## src/rtl/tlul_ast_resp_stub_if.sv

```systemverilog
// TL-UL bus bundle between a host and the AST responder stub.
// The host drives the A channel and d_ready; the device drives the D channel and a_ready.
interface tlul_ast_resp_stub_if;
   // A channel (host -> device)
   logic        a_valid;
   logic [2:0]  a_opcode;
   logic [1:0]  a_size;
   logic [7:0]  a_source;
   logic [31:0] a_address;
   logic [3:0]  a_mask;
   logic [31:0] a_data;
   logic        d_ready;

   // D channel (device -> host)
   logic        d_valid;
   logic [2:0]  d_opcode;
   logic [2:0]  d_param;
   logic [1:0]  d_size;
   logic [7:0]  d_source;
   logic        d_sink;
   logic [31:0] d_data;
   logic [6:0]  d_user;
   logic        d_error;
   logic        a_ready;

   modport master (
      output a_valid, a_opcode, a_size, a_source, a_address, a_mask, a_data, d_ready,
      input  d_valid, d_opcode, d_param, d_size, d_source, d_sink, d_data, d_user, d_error,
             a_ready
   );

   modport slave (
      input  a_valid, a_opcode, a_size, a_source, a_address, a_mask, a_data, d_ready,
      output d_valid, d_opcode, d_param, d_size, d_source, d_sink, d_data, d_user, d_error,
             a_ready
   );
endinterface

```

## src/rtl/tlul_ast_resp_stub.sv

```systemverilog
// TL-UL device-side responder standing in for the AST register block.
// Small register file, one transaction at a time, programmable response latency.
// The register access happens at A acceptance; the response is held until d_ready.
module tlul_ast_resp_stub #(
   parameter int unsigned NumRegs     = 8,
   parameter logic [31:0] BaseAddr    = 32'h4048_0000,
   parameter int unsigned RspLatency  = 1,
   parameter logic [31:0] RegResetVal = 32'h0
) (
   input  logic                   clk_i,
   input  logic                   rst_i,
   tlul_ast_resp_stub_if.slave    tl,
   output logic [NumRegs*32-1:0]  regs_o,
   output logic                   busy_o
);

   localparam int unsigned IdxW = (NumRegs > 1) ? $clog2(NumRegs) : 1;
   localparam int unsigned CntW = 4;

   localparam logic [2:0] OpPutFull    = 3'd0;
   localparam logic [2:0] OpPutPartial = 3'd1;
   localparam logic [2:0] OpGet        = 3'd4;

   localparam logic [2:0] OpAccessAck     = 3'd0;
   localparam logic [2:0] OpAccessAckData = 3'd1;

   typedef enum logic [1:0] {
      StIdle = 2'd0,
      StWait = 2'd1,
      StResp = 2'd2
   } state_e;

   state_e              state_q;
   logic [CntW-1:0]     cnt_q;
   logic [NumRegs*32-1:0] regs_q;

   logic                a_ready_q;
   logic                d_valid_q;
   logic [2:0]          d_opcode_q;
   logic [1:0]          d_size_q;
   logic [7:0]          d_source_q;
   logic [31:0]         d_data_q;
   logic                d_error_q;
   logic                busy_q;

   logic [29:0]         word_off;
   logic                in_range;
   logic [IdxW-1:0]     idx;
   logic                is_get;
   logic                is_put_full;
   logic                is_put_part;
   logic                req_err;
   logic                accept;
   logic                wr_en;
   logic [31:0]         rd_data;

   // Address decode: word offset from the base; byte offset bits are ignored.
   assign word_off    = tl.a_address[31:2] - BaseAddr[31:2];
   assign in_range    = (tl.a_address >= BaseAddr) && (word_off < 30'(NumRegs));
   assign idx         = word_off[IdxW-1:0];

   assign is_get      = (tl.a_opcode == OpGet);
   assign is_put_full = (tl.a_opcode == OpPutFull);
   assign is_put_part = (tl.a_opcode == OpPutPartial);

   assign req_err = !in_range
                 || (tl.a_size != 2'd2)
                 || !(is_get || is_put_full || is_put_part)
                 || (is_put_full && (tl.a_mask != 4'hF));

   assign accept  = (state_q == StIdle) && tl.a_valid;
   assign wr_en   = accept && !req_err && (is_put_full || is_put_part);
   assign rd_data = in_range ? regs_q[32*int'(idx) +: 32] : 32'hFFFF_FFFF;

   // Register file: byte-lane writes land on the acceptance edge.
   always_ff @(posedge clk_i or posedge rst_i) begin
      if (rst_i) begin
         regs_q <= {NumRegs{RegResetVal}};
      end else if (wr_en) begin
         for (int b = 0; b < 4; b++) begin
            if (tl.a_mask[b]) begin
               regs_q[32*int'(idx) + 8*b +: 8] <= tl.a_data[8*b +: 8];
            end
         end
      end
   end

   // Transaction FSM with registered handshake and D-channel outputs.
   always_ff @(posedge clk_i or posedge rst_i) begin
      if (rst_i) begin
         state_q    <= StIdle;
         cnt_q      <= '0;
         a_ready_q  <= 1'b1;
         d_valid_q  <= 1'b0;
         d_opcode_q <= '0;
         d_size_q   <= '0;
         d_source_q <= '0;
         d_data_q   <= '0;
         d_error_q  <= 1'b0;
         busy_q     <= 1'b0;
      end else begin
         case (state_q)
            StIdle: begin
               if (accept) begin
                  state_q    <= StWait;
                  cnt_q      <= CntW'(RspLatency - 1);
                  a_ready_q  <= 1'b0;
                  busy_q     <= 1'b1;
                  d_opcode_q <= is_get ? OpAccessAckData : OpAccessAck;
                  d_size_q   <= tl.a_size;
                  d_source_q <= tl.a_source;
                  d_error_q  <= req_err;
                  // Read data is frozen here so later writes cannot alter the response.
                  d_data_q   <= is_get ? (req_err ? 32'hFFFF_FFFF : rd_data) : 32'h0;
               end
            end
            StWait: begin
               if (cnt_q == '0) begin
                  state_q   <= StResp;
                  d_valid_q <= 1'b1;
               end else begin
                  cnt_q <= cnt_q - 1'b1;
               end
            end
            StResp: begin
               if (tl.d_ready) begin
                  state_q   <= StIdle;
                  d_valid_q <= 1'b0;
                  a_ready_q <= 1'b1;
                  busy_q    <= 1'b0;
               end
            end
            default: begin
               state_q   <= StIdle;
               d_valid_q <= 1'b0;
               a_ready_q <= 1'b1;
               busy_q    <= 1'b0;
            end
         endcase
      end
   end

   assign tl.a_ready  = a_ready_q;
   assign tl.d_valid  = d_valid_q;
   assign tl.d_opcode = d_opcode_q;
   assign tl.d_param  = 3'd0;
   assign tl.d_size   = d_size_q;
   assign tl.d_source = d_source_q;
   assign tl.d_sink   = 1'b0;
   assign tl.d_data   = d_data_q;
   assign tl.d_user   = 7'd0;
   assign tl.d_error  = d_error_q;

   assign regs_o = regs_q;
   assign busy_o = busy_q;

endmodule

```

## src/flat_wrapper.sv

```systemverilog
// flat-port wrapper written by rule: the top's interface ports become plain ports
module tlul_ast_resp_stub_flat 
#(
   parameter int unsigned NumRegs     = 8,
   parameter logic [31:0] BaseAddr    = 32'h4048_0000,
   parameter int unsigned RspLatency  = 1,
   parameter logic [31:0] RegResetVal = 32'h0
)
  (clk_i, rst_i, regs_o, busy_o, tl_a_valid, tl_a_opcode, tl_a_size, tl_a_source, tl_a_address, tl_a_mask, tl_a_data, tl_d_ready, tl_d_valid, tl_d_opcode, tl_d_param, tl_d_size, tl_d_source, tl_d_sink, tl_d_data, tl_d_user, tl_d_error, tl_a_ready);
  tlul_ast_resp_stub_if tl_i ();
  input  logic clk_i;
  input  logic rst_i;
  output logic [NumRegs*32-1:0] regs_o;
  output logic busy_o;
  input wire logic [$bits(tl_i.a_valid)-1:0] tl_a_valid;
  input wire logic [$bits(tl_i.a_opcode)-1:0] tl_a_opcode;
  input wire logic [$bits(tl_i.a_size)-1:0] tl_a_size;
  input wire logic [$bits(tl_i.a_source)-1:0] tl_a_source;
  input wire logic [$bits(tl_i.a_address)-1:0] tl_a_address;
  input wire logic [$bits(tl_i.a_mask)-1:0] tl_a_mask;
  input wire logic [$bits(tl_i.a_data)-1:0] tl_a_data;
  input wire logic [$bits(tl_i.d_ready)-1:0] tl_d_ready;
  output wire logic [$bits(tl_i.d_valid)-1:0] tl_d_valid;
  output wire logic [$bits(tl_i.d_opcode)-1:0] tl_d_opcode;
  output wire logic [$bits(tl_i.d_param)-1:0] tl_d_param;
  output wire logic [$bits(tl_i.d_size)-1:0] tl_d_size;
  output wire logic [$bits(tl_i.d_source)-1:0] tl_d_source;
  output wire logic [$bits(tl_i.d_sink)-1:0] tl_d_sink;
  output wire logic [$bits(tl_i.d_data)-1:0] tl_d_data;
  output wire logic [$bits(tl_i.d_user)-1:0] tl_d_user;
  output wire logic [$bits(tl_i.d_error)-1:0] tl_d_error;
  output wire logic [$bits(tl_i.a_ready)-1:0] tl_a_ready;
  assign tl_i.a_valid = tl_a_valid;
  assign tl_i.a_opcode = tl_a_opcode;
  assign tl_i.a_size = tl_a_size;
  assign tl_i.a_source = tl_a_source;
  assign tl_i.a_address = tl_a_address;
  assign tl_i.a_mask = tl_a_mask;
  assign tl_i.a_data = tl_a_data;
  assign tl_i.d_ready = tl_d_ready;
  assign tl_d_valid = tl_i.d_valid;
  assign tl_d_opcode = tl_i.d_opcode;
  assign tl_d_param = tl_i.d_param;
  assign tl_d_size = tl_i.d_size;
  assign tl_d_source = tl_i.d_source;
  assign tl_d_sink = tl_i.d_sink;
  assign tl_d_data = tl_i.d_data;
  assign tl_d_user = tl_i.d_user;
  assign tl_d_error = tl_i.d_error;
  assign tl_a_ready = tl_i.a_ready;
  tlul_ast_resp_stub #(.NumRegs(NumRegs), .BaseAddr(BaseAddr), .RspLatency(RspLatency), .RegResetVal(RegResetVal)) u_core (.clk_i(clk_i), .rst_i(rst_i), .tl(tl_i), .regs_o(regs_o), .busy_o(busy_o));
endmodule
```

## config.mk

```make
export PLATFORM = sky130hd
export DESIGN_NAME = tlul_ast_resp_stub_flat
export DESIGN_NICKNAME = d
export VERILOG_FILES = /design/src/rtl/tlul_ast_resp_stub_if.sv /design/src/rtl/tlul_ast_resp_stub.sv /design/src/flat_wrapper.sv
export SDC_FILE = /design/constraint.sdc
export NUM_CORES = 1
export LEC_CHECK = 0
export ABC_AREA = 1
export BUFFER_PORTS_ARGS = -buffer_cell sky130_fd_sc_hd__clkbuf_2
export CAP_MARGIN = 10
export CELL_PAD_IN_SITES_DETAIL_PLACEMENT = 1
export CELL_PAD_IN_SITES_GLOBAL_PLACEMENT = 2
export CORE_MARGIN = 2
export CORE_UTILIZATION = 28
export CTS_CLUSTER_SIZE = 25
export DETAILED_ROUTE_END_ITERATION = 7
export PLACE_DENSITY = 0.8
export SETUP_SLACK_MARGIN = 0.5
export SYNTH_ARGS = -nofsm -noshare
export SYNTH_HDL_FRONTEND = slang
export SYNTH_SLANG_ARGS = --single-unit
```

## constraint.sdc

```tcl
create_clock -name clk_i -period 8.85 [get_ports clk_i]
set_input_delay 0.4425 -clock clk_i [delete_from_list [all_inputs] [get_ports clk_i]]
set_output_delay 0.4425 -clock clk_i [all_outputs]
set_load 0.01 [all_outputs]
```

==> impl_metrics.toml <==
[global_routing]
antenna_found_initial = 1
gr-usage-all-layers_pct = 24.6
overflow = 0
grt_max_degree = 115
grt_pass1_vias = 17200
grt_pass1_wl_um = 111000

[finish]
num-fill-cells = 6914
fin_area_mm2 = 0.0197
drive_gt1_share_pct = 23.3
layout_common_cells = "nand2_1 (618), clkbuf_2 (384), dfrtp_1 (308)"
area_growth_pct = 24.4
multi_input_area_mm2 = 0.00721
layout_commonest_cell = "nand2_1"
finalNonFillerCells = 3075
final_util_pct = 35.1
regArea_mm2 = 0.00773
nets = 2381

[timing]
rsz0062_at_grt = "false"
post-route-period-util_pct = 44.8
fin_setup_tns_ns = 0
setup_viol = 0
maxSlewHeadroom_pct = 18.7
holdWs_ns = 0.0934
hold_viol = 0
post-route-min-period_ns = 3.96
fin_skew_ns = 0.0175
max_freq_mhz = 252
finalMaxSlewViolations = 0
tightest_slew_ns = 1.22

[power_and_ir_drop]
pwr_density_cell_mw_per_mm2 = 195
ir_worst_vdd_uv = 117
power_leakage_uw = 0.0107

[drt]
dr_total_vias = 16100
totalWireLength_um = 72600
routedWlPerCell_um = 23.6
vias_per_cell = 5.24
drt-initial-drc-count = 1162
dr.pass1.iters = 5
antenna_left = 0
drc = 0

[die]
die_h_um = 242
ios = 401
core_mm2 = 0.0562
num_rows = 87
die_area_mm2 = 0.0585
initial_core_util_pct = 28.2
die_w_um = 242

[clock_tree]
htree_num_levels = 2
cts_root_buffer = "clkbuf_16"
cts_tree = "done"
clk_pin_slew_ns = 0.06
postCtsSetupRepairBufs = 0
worst_skew_pair.late_latency_ns = 0.56
ctsResizeCount = 0
cts.sinks = 309
ctsLongestPathBuffers = 3
cts_buffers = 39

[placement]
place_area_mm2 = 0.0183
io_buffers = 385
place_congestion = 0.810
dp_hpwl_um = 46400
dp_cells = 3001

[critical_path]
criticalPathCategory = "primary input to flop"
cp.arrival_ns = 4.44
crit_path_max_incr_delay_ns = 0.78
path_cells = "clkbuf_2 -> inv_2 -> buf_4 -> nand2_4 -> buf_4 -> o22ai_1 -> nor3_1 -> nor3_1 -> o21ai_0"
crit_slowest_cell = "buf_4"
crit_path_start_kind = "primary input"
cp_max_fo = 65
crit_family = "buffers and inverters"
end_kind = "flop"
crit_cells = 9
cp.required_ns = 9.32
reg2reg_depth = 7
crit_buf_inv = 4

[outcome]
outcome = "completed"

[logic_synthesis]
synthArstFlopShare_pct = 100
synth_edf_count = 0
seq_area_frac_synth_pct = 48.8
syn_area_per_cell_um2 = 8.07
ys_types = 36
syn_area_mm2 = 0.0159
ys.flop_type = "dfrtp_1"
ys_seq_elements = 309
yosys_warnings = 0
postSynthCellCount = 1965

[flow_run]
max_cap_viol_count = 0

[worst_hold_path]
hold_path.class = "primary input to flop"
min_path_cells = 3
==> area by class of cell <==
class,instances,area share [%]
timing repair buffer,412,10.9
clock buffer,57,6.06
multi-input combinational,1449,36.6
clock inverter,15,0.965
antenna,1,0.0127
tap,756,4.80
inverter,76,1.48
sequential,309,39.2
==> kinds of logic after synthesis <==
group	synth area share [%]
AO/OA/AOI/OAI	7.07
XOR/XNOR	0.0553
adder cells (fa/ha/maj)	0.710
buffers and inverters	6.35
flip-flops	48.8
other	0.0237
AND/OR/NAND/NOR	37.0
==> final timing paths <==
check	start	to	slack (ns)
worst max-delay path	tl_a_address[3]	u_core.tl.d_data[19]$_DFFE_PP0P_	4.89
worst min-delay path	tl_a_source[6]	u_core.tl.d_source[6]$_DFFE_PP0P_	0.09
worst max register to register	u_core.state_q[1]$_DFFE_PP0P_	u_core.regs_o[176]$_DFFE_PP0P_	5.87
worst min register to register	u_core.tl.d_source[6]$_DFFE_PP0P_	u_core.tl.d_source[6]$_DFFE_PP0P_	0.48
max in group asynchronous	rst_i	u_core.regs_o[52]$_DFFE_PP0P_	6.36
min in group asynchronous	rst_i	u_core.tl.d_size[1]$_DFFE_PP0P_	0.39
==> what timing repair did <==
| item | in CTS | in global routing |
|---|---|---|
| endpoints found under the setup margin | 0 | 0 |
| hold buffers | 1 | 0 |
| endpoints found under the hold margin | 11 | 0 |
==> Yosys cell counts (2+ instances only) <==
cell       number  area, um^2
o21ai_0        36         180
dfrtp_1       308        7710
nor3_1        198         991
ha_1            9         113
nor2_8          4        80.1
nand4_1         4        25.0
nor2_1        122         458
inv_1          70         263
clkbuf_1       78         293
buf_2           3        15.0
buf_4          40         300
buf_6           4        45.0
o2bb2ai_1      47         412
nand3_1       267        1340
inv_2           3        11.3
o22ai_1        80         500
nand2_1       623        2340
nand4_4        19         404
nand3b_1        2        15.0
nor2_4          2        22.5
buf_1          18        67.6
nand4_2        11         138
nor2_2          2        12.5
clkinv_1        3        11.3
==> power by group <==
group	switching, uW	internal [uW]	total, uW
registers	51.0	1500	1550
logic	398	163	561
clock network	675	1060	1730
==> sequential cells by signal, indices dropped and copies added, names as in the netlist <==
register and cells:
u_core.regs_o 256, u_core.tl.d_error 1, u_core.tl.d_data 32, u_core.tl.d_valid 1, u_core.busy_o 1, u_core.cnt_q 4
u_core.state_q 2, u_core.tl.d_source 8, u_core.tl.d_size 2, u_core.tl.d_opcode 1, u_core.tl.a_ready 1
==> metrics by stage <==
stage / power [uW] / setup slack, ns
CTS: 3890 / 4.90
global placement: 2120 / 4.36
detailed placement: 2140 / 4.35
floorplan: 1890 / 4.30
global route: 4000 / 4.69
finish: 3840 / 4.89
==> layer usage <==
layer | global-route usage, % | routed length (um)
met5 | 0 | 14
met4 | 6.14 | 1580
met3 | 4.45 | 4320
met2 | 41.2 | 34800
met1 | 32.8 | 32000
==> worst register-to-register path, cell delays in order (launching register included) <==
cell and delay (ns):
dfrtp_1 0.42, nor2_1 0.18, nand2_2 0.14, inv_1 0.52, nand4_4 0.46, nor2_8 0.85
nand3_1 0.22, nand2_1 0.12
Power figures use the tool's default switching activity.
